==> src/rtl/floo_hbm_resp_delay.sv <==
// Fixed-latency in-order delay buffer for HBM responses: every accepted beat is
// held for at least Latency cycles, then released in FIFO order with valid/ready.
module floo_hbm_resp_delay #(
    parameter int unsigned Latency   = 100,
    parameter int unsigned Depth     = 32,
    parameter int unsigned DataWidth = 64
) (
    input  logic                       clk_i,
    input  logic                       rst_i,
    input  logic                       in_valid_i,
    output logic                       in_ready_o,
    input  logic [DataWidth-1:0]       in_data_i,
    output logic                       out_valid_o,
    input  logic                       out_ready_i,
    output logic [DataWidth-1:0]       out_data_o,
    output logic [$clog2(Depth+1)-1:0] count_o
);

    localparam int unsigned RemW = (Latency > 1) ? $clog2(Latency) : 1;
    localparam int unsigned PtrW = (Depth > 1) ? $clog2(Depth) : 1;
    localparam int unsigned CntW = $clog2(Depth + 1);

    localparam logic [RemW-1:0] RemInit  = RemW'(Latency - 1);
    localparam logic [PtrW-1:0] PtrLast  = PtrW'(Depth - 1);
    localparam logic [CntW-1:0] CntFull  = CntW'(Depth);

    generate
        if (Latency < 1 || Depth < 1) begin : g_bad_params
            $error("floo_hbm_resp_delay: Latency and Depth must both be >= 1");
        end
    endgenerate

    logic [DataWidth-1:0] data_q [Depth];
    logic [RemW-1:0]      rem_q  [Depth];
    logic [PtrW-1:0]      wr_ptr_q;
    logic [PtrW-1:0]      rd_ptr_q;
    logic [CntW-1:0]      count_q;

    logic push;
    logic pop;

    // in_ready looks only at the registered count; a pop while full frees
    // the slot for the following cycle, never the same one.
    always_comb begin
        in_ready_o  = !rst_i && (count_q < CntFull);
        out_valid_o = (count_q != '0) && (rem_q[rd_ptr_q] == '0);
        out_data_o  = data_q[rd_ptr_q];
        count_o     = count_q;
        push        = in_valid_i && in_ready_o;
        pop         = out_valid_o && out_ready_i;
    end

    always_ff @(posedge clk_i) begin
        if (push) begin
            data_q[wr_ptr_q] <= in_data_i;
        end
    end

    // Every entry ages every cycle, so beats queued behind a stalled head
    // keep maturing; stale slots just sit at zero until overwritten.
    always_ff @(posedge clk_i) begin
        for (int unsigned i = 0; i < Depth; i++) begin
            if (rst_i) begin
                rem_q[i] <= '0;
            end else if (push && (wr_ptr_q == PtrW'(i))) begin
                rem_q[i] <= RemInit;
            end else if (rem_q[i] != '0) begin
                rem_q[i] <= rem_q[i] - 1'b1;
            end
        end
    end

    always_ff @(posedge clk_i) begin
        if (rst_i) begin
            wr_ptr_q <= '0;
            rd_ptr_q <= '0;
            count_q  <= '0;
        end else begin
            if (push) begin
                wr_ptr_q <= (wr_ptr_q == PtrLast) ? '0 : wr_ptr_q + 1'b1;
            end
            if (pop) begin
                rd_ptr_q <= (rd_ptr_q == PtrLast) ? '0 : rd_ptr_q + 1'b1;
            end
            case ({push, pop})
                2'b10:   count_q <= count_q + 1'b1;
                2'b01:   count_q <= count_q - 1'b1;
                default: count_q <= count_q;
            endcase
        end
    end

`ifndef SYNTHESIS
    a_push_needs_ready : assert property (@(posedge clk_i) disable iff (rst_i)
        push |-> in_ready_o);
    a_count_bound : assert property (@(posedge clk_i)
        count_q <= CntFull);
    a_out_stable : assert property (@(posedge clk_i) disable iff (rst_i)
        (out_valid_o && !out_ready_i) |=> (out_valid_o && $stable(out_data_o)));
`endif

endmodule

==> config.mk <==
export PLATFORM = sky130hd
export DESIGN_NAME = floo_hbm_resp_delay
export DESIGN_NICKNAME = d
export VERILOG_FILES = /design/src/rtl/floo_hbm_resp_delay.sv
export SDC_FILE = /design/constraint.sdc
export NUM_CORES = 2
export LEC_CHECK = 0
export CAP_MARGIN = 20
export CORE_MARGIN = 2
export CORE_UTILIZATION = 40
export DETAILED_ROUTE_END_ITERATION = 7
export GPL_ROUTABILITY_DRIVEN = 1
export PLACE_DENSITY_LB_ADDON = 0.1
export SETUP_SLACK_MARGIN = 0.02
export SYNTH_ARGS = -nofsm -noshare
export SYNTH_HDL_FRONTEND = slang
export SYNTH_SLANG_ARGS = --single-unit
export TNS_END_PERCENT = 20
==> constraint.sdc <==
create_clock -name clk_i -period 5.1 [get_ports clk_i]
set_input_delay 1.53 -clock clk_i [delete_from_list [all_inputs] [get_ports clk_i]]
set_output_delay 1.53 -clock clk_i [all_outputs]
set_load 0.01 [all_outputs]
==> impl_metrics.ini <==
[worst_setup_path]
cp_top_family = multiplexers
start_kind = register
worstSetupPathType = register to output port
arrival_ns = 3.51
cp-end-kind = output port
slowest_stage = mux4_2
crit_path_cell_trace = buf_12 -> buf_12 -> buf_16 -> buf_16 -> buf_8 -> buf_16 -> buf_12 -> mux4_2 -> mux4_2 -> mux2_4 -> buf_6
crit_path_max_fanout = 6
critical_path_required_ns = 3.57
max_stage_delay_ns = 0.50
crit_buf_inv = 8

[timing]
slew_violations = 0
layout_min_cycle_time_ns = 5.043
finalSetupViolCount = 0
fmax_ghz = 0.1983
rsz0062_at_grt = yes
worstMarginPinSlew_ns = 1.073
whs_ns = 0.5311
hold_viol = 0
relSlewSlack_pct = 28.25
fin_crit_sh_pct = 98.89
skew_ns = 0.04343

[power_and_ir_drop]
powerDensity_mw_per_mm2 = 415.1
p_leak_nw = 34.38
peakVddDrop_uv = 307.5

[clock_network]
insertion_delay_ns = 0.89
clk_pin_slew_ns = 0.06
cts_root_buf = clkbuf_16
cts_buffer_depth = 3
numCtsBuffers = 238
htreeDepth = 4
cts_tree = built
cts.sinks = 2293

[routing]
vias = 45633
wire_per_inst_um = 30.87
drt_iter0_drc = 4761
vias_per_cell = 5.668
drcViolationCount = 0
routed_wl_um = 248500
ant_nets = 0
drtPass1Iterations = 5

[synth]
syn_area_mm2 = 0.09189
synth_edf_count = 2272
ys.flop_type = edfxtp_1
synth_area_per_cell_um2 = 21.12
synthesis.nets = 4497
yosys_register_bits = 2293
ys_types = 70
ys_warn_count = 0
netlist_instances = 4351
seq_area_frac_synth_pct = 74.70
synthArstFlopShare_pct = 0

[place]
gp_congestion = 0.7644
detailed_place_hpwl_um = 130300
io_buffers = 139

[floorplanning]
die_y_um = 483.3
rows = 175
start_util_pct = 40.32
chipWidth_um = 483.3
die-area_mm2 = 0.2336
io_pins = 140
coreArea_mm2 = 0.2279

[global_route]
antenna_found_initial = 17
grt_pass1_vias = 46789
grt_pass1_wl_um = 352400
grt-ovfl-total = 0
grt_use_total_pct = 21.24
grt_max_degree = 83

[final_layout]
syn_to_final_growth_pct = 18.91
fill_cells = 18598
finalCoreUtilization_pct = 47.94
layout.area.seq_mm2 = 0.06866
layout.nets = 4981
multi_input_area_mm2 = 0.02223
drive_gt1_share_pct = 28.73

[job]
cap_violations = 0

[status]
outcome = finished clean

[hold_path]
hold_path.class = register to register
==> final timing paths <==
check                            endpoint                      from  cells after the start  slack (ns)
hold / removal                   register  rd_ptr_q[1]$_SDFFE_PP0N_                      2        0.53
setup / recovery           out_data_o[25]                  register                     11        0.06
hold reg to reg                  register  rd_ptr_q[1]$_SDFFE_PP0N_                      2        0.53
setup reg to reg  count_o[5]$_SDFFE_PP0P_                  register                     18        0.55
==> power by group <==
group | total (mW) | switching [mW] | internal (mW)
Combinational | 5.06 | 2.72 | 2.34
Sequential | 22.7 | 0.801 | 21.9
Clock | 17.6 | 7.44 | 10.2
==> sequential cells by signal, summed over array words and instances, names as in the netlist, named ones only <==
signal,count
data_q,2048
count_o,6
wr_ptr_q,5
rem_q,224
rd_ptr_q,5
==> cell type report <==
| cell class | instances | area share [%] |
|---|---|---|
| clock inverters | 154 | 1.511 |
| multi-input cells | 1773 | 20.35 |
| well taps | 3009 | 3.445 |
| flip-flops and latches | 2293 | 62.84 |
| inverters | 104 | 0.4946 |
| repair buffers | 425 | 5.636 |
| diodes | 6 | 0.01374 |
| clock buffers | 287 | 5.715 |
==> cell families (layout without fill, tap and decap cells) <==
kind of cell,count (synthesis),in the layout,share of synthesized area [%]
AND/OR/NAND/NOR,607,607,3.256
flip-flops,2293,2293,74.70
adder cells (fa/ha/maj),78,78,1.070
other,0,6,0
multiplexers,717,717,16.70
buffers and inverters,285,970,1.377
XOR/XNOR,163,163,1.554
AO/OA/AOI/OAI,208,208,1.344
==> placed cells by master, fill, tap and decap left out, types with 29 or more instances in the layout <==
| cell | count |
|---|---|
| buf_12 | 93 |
| buf_16 | 59 |
| buf_4 | 94 |
| buf_6 | 38 |
| bufinv_16 | 29 |
| clkbuf_1 | 43 |
| clkbuf_16 | 246 |
| clkdlybuf4s50_1 | 73 |
| clkinv_1 | 49 |
| clkinv_2 | 58 |
| edfxtp_1 | 2272 |
| ha_1 | 77 |
| inv_1 | 73 |
| inv_6 | 32 |
| mux2_2 | 30 |
| mux2_4 | 35 |
| mux4_2 | 646 |
| nand2_1 | 130 |
| nand3b_1 | 39 |
| nor2_1 | 212 |
| nor3_1 | 56 |
| nor4_1 | 43 |
| o21ai_0 | 132 |
| or3_1 | 35 |
| xnor2_1 | 78 |
| xor2_1 | 85 |
==> per-stage QoR <==
stage	power (mW)	instance area [µm²]	cells	worst slack, ns	setup TNS [ns]
floorplan	26.33	91890	4351	-0.3229	-41.32
global placement	27.80	98890	7489	0.06228	0
detailed placement	27.86	98890	7489	0.1362	0
CTS	45.70	108600	8011	-0.1468	-1.357
global route	47.22	109300	8049	-0.05637	-0.5035
finish	45.36	109300	8051	0.05650	0
==> tightest hold or removal path, stage by stage (launching register included) <==
cell and delay [ns]:
dfxtp_1 0.32, nand2b_1 0.07, mux2i_1 0.08
==> synthesized netlist by cell type (4+ instances only) <==
| master | number | area (µm²) |
|---|---|---|
| edfxtp_1 | 2272 | 68230 |
| o21ai_0 | 132 | 660.6 |
| nor4_1 | 46 | 287.8 |
| nand2_1 | 130 | 488.0 |
| buf_1 | 33 | 123.9 |
| buf_2 | 69 | 345.3 |
| nor4b_1 | 20 | 175.2 |
| a211oi_1 | 14 | 105.1 |
| a21oi_1 | 21 | 105.1 |
| ha_1 | 77 | 963.4 |
| xor2_1 | 85 | 744.5 |
| o31ai_1 | 5 | 37.54 |
| nand2b_1 | 14 | 87.58 |
| nor3b_1 | 5 | 37.54 |
| mux2i_1 | 6 | 60.06 |
| or3_1 | 35 | 219.0 |
| nor3_1 | 56 | 280.3 |
| nand3_1 | 20 | 100.1 |
| buf_4 | 4 | 30.03 |
| inv_1 | 103 | 386.6 |
| nand3b_1 | 39 | 292.8 |
| clkbuf_1 | 64 | 240.2 |
| mux4_2 | 646 | 14550 |
| buf_6 | 7 | 78.83 |
| nor2_1 | 214 | 803.3 |
| and3_1 | 5 | 31.28 |
| xnor2_1 | 78 | 683.2 |
| mux2_2 | 64 | 720.7 |
| a31oi_1 | 4 | 25.02 |
| dfxtp_1 | 21 | 420.4 |
==> layer usage <==
metal	up-vias	global-route usage, %	wire length, µm
li1	19081	-	-
met3	348	3.300	13170
met4	10	6.262	6659
met5	-	0	61
met1	24822	30.45	109400
met2	1372	33.74	119200
==> repair_timing <==
| item | in CTS | in global routing |
|---|---|---|
| cloned | 30 | 1 |
| setup buffers | 51 | 26 |
| hold buffers | 0 | 0 |
| pin swaps | 4 | 6 |
| gates resized for setup | 287 | 77 |
| endpoints found under the setup margin | 65 | 39 |
(Power assumes the default switching activity.)
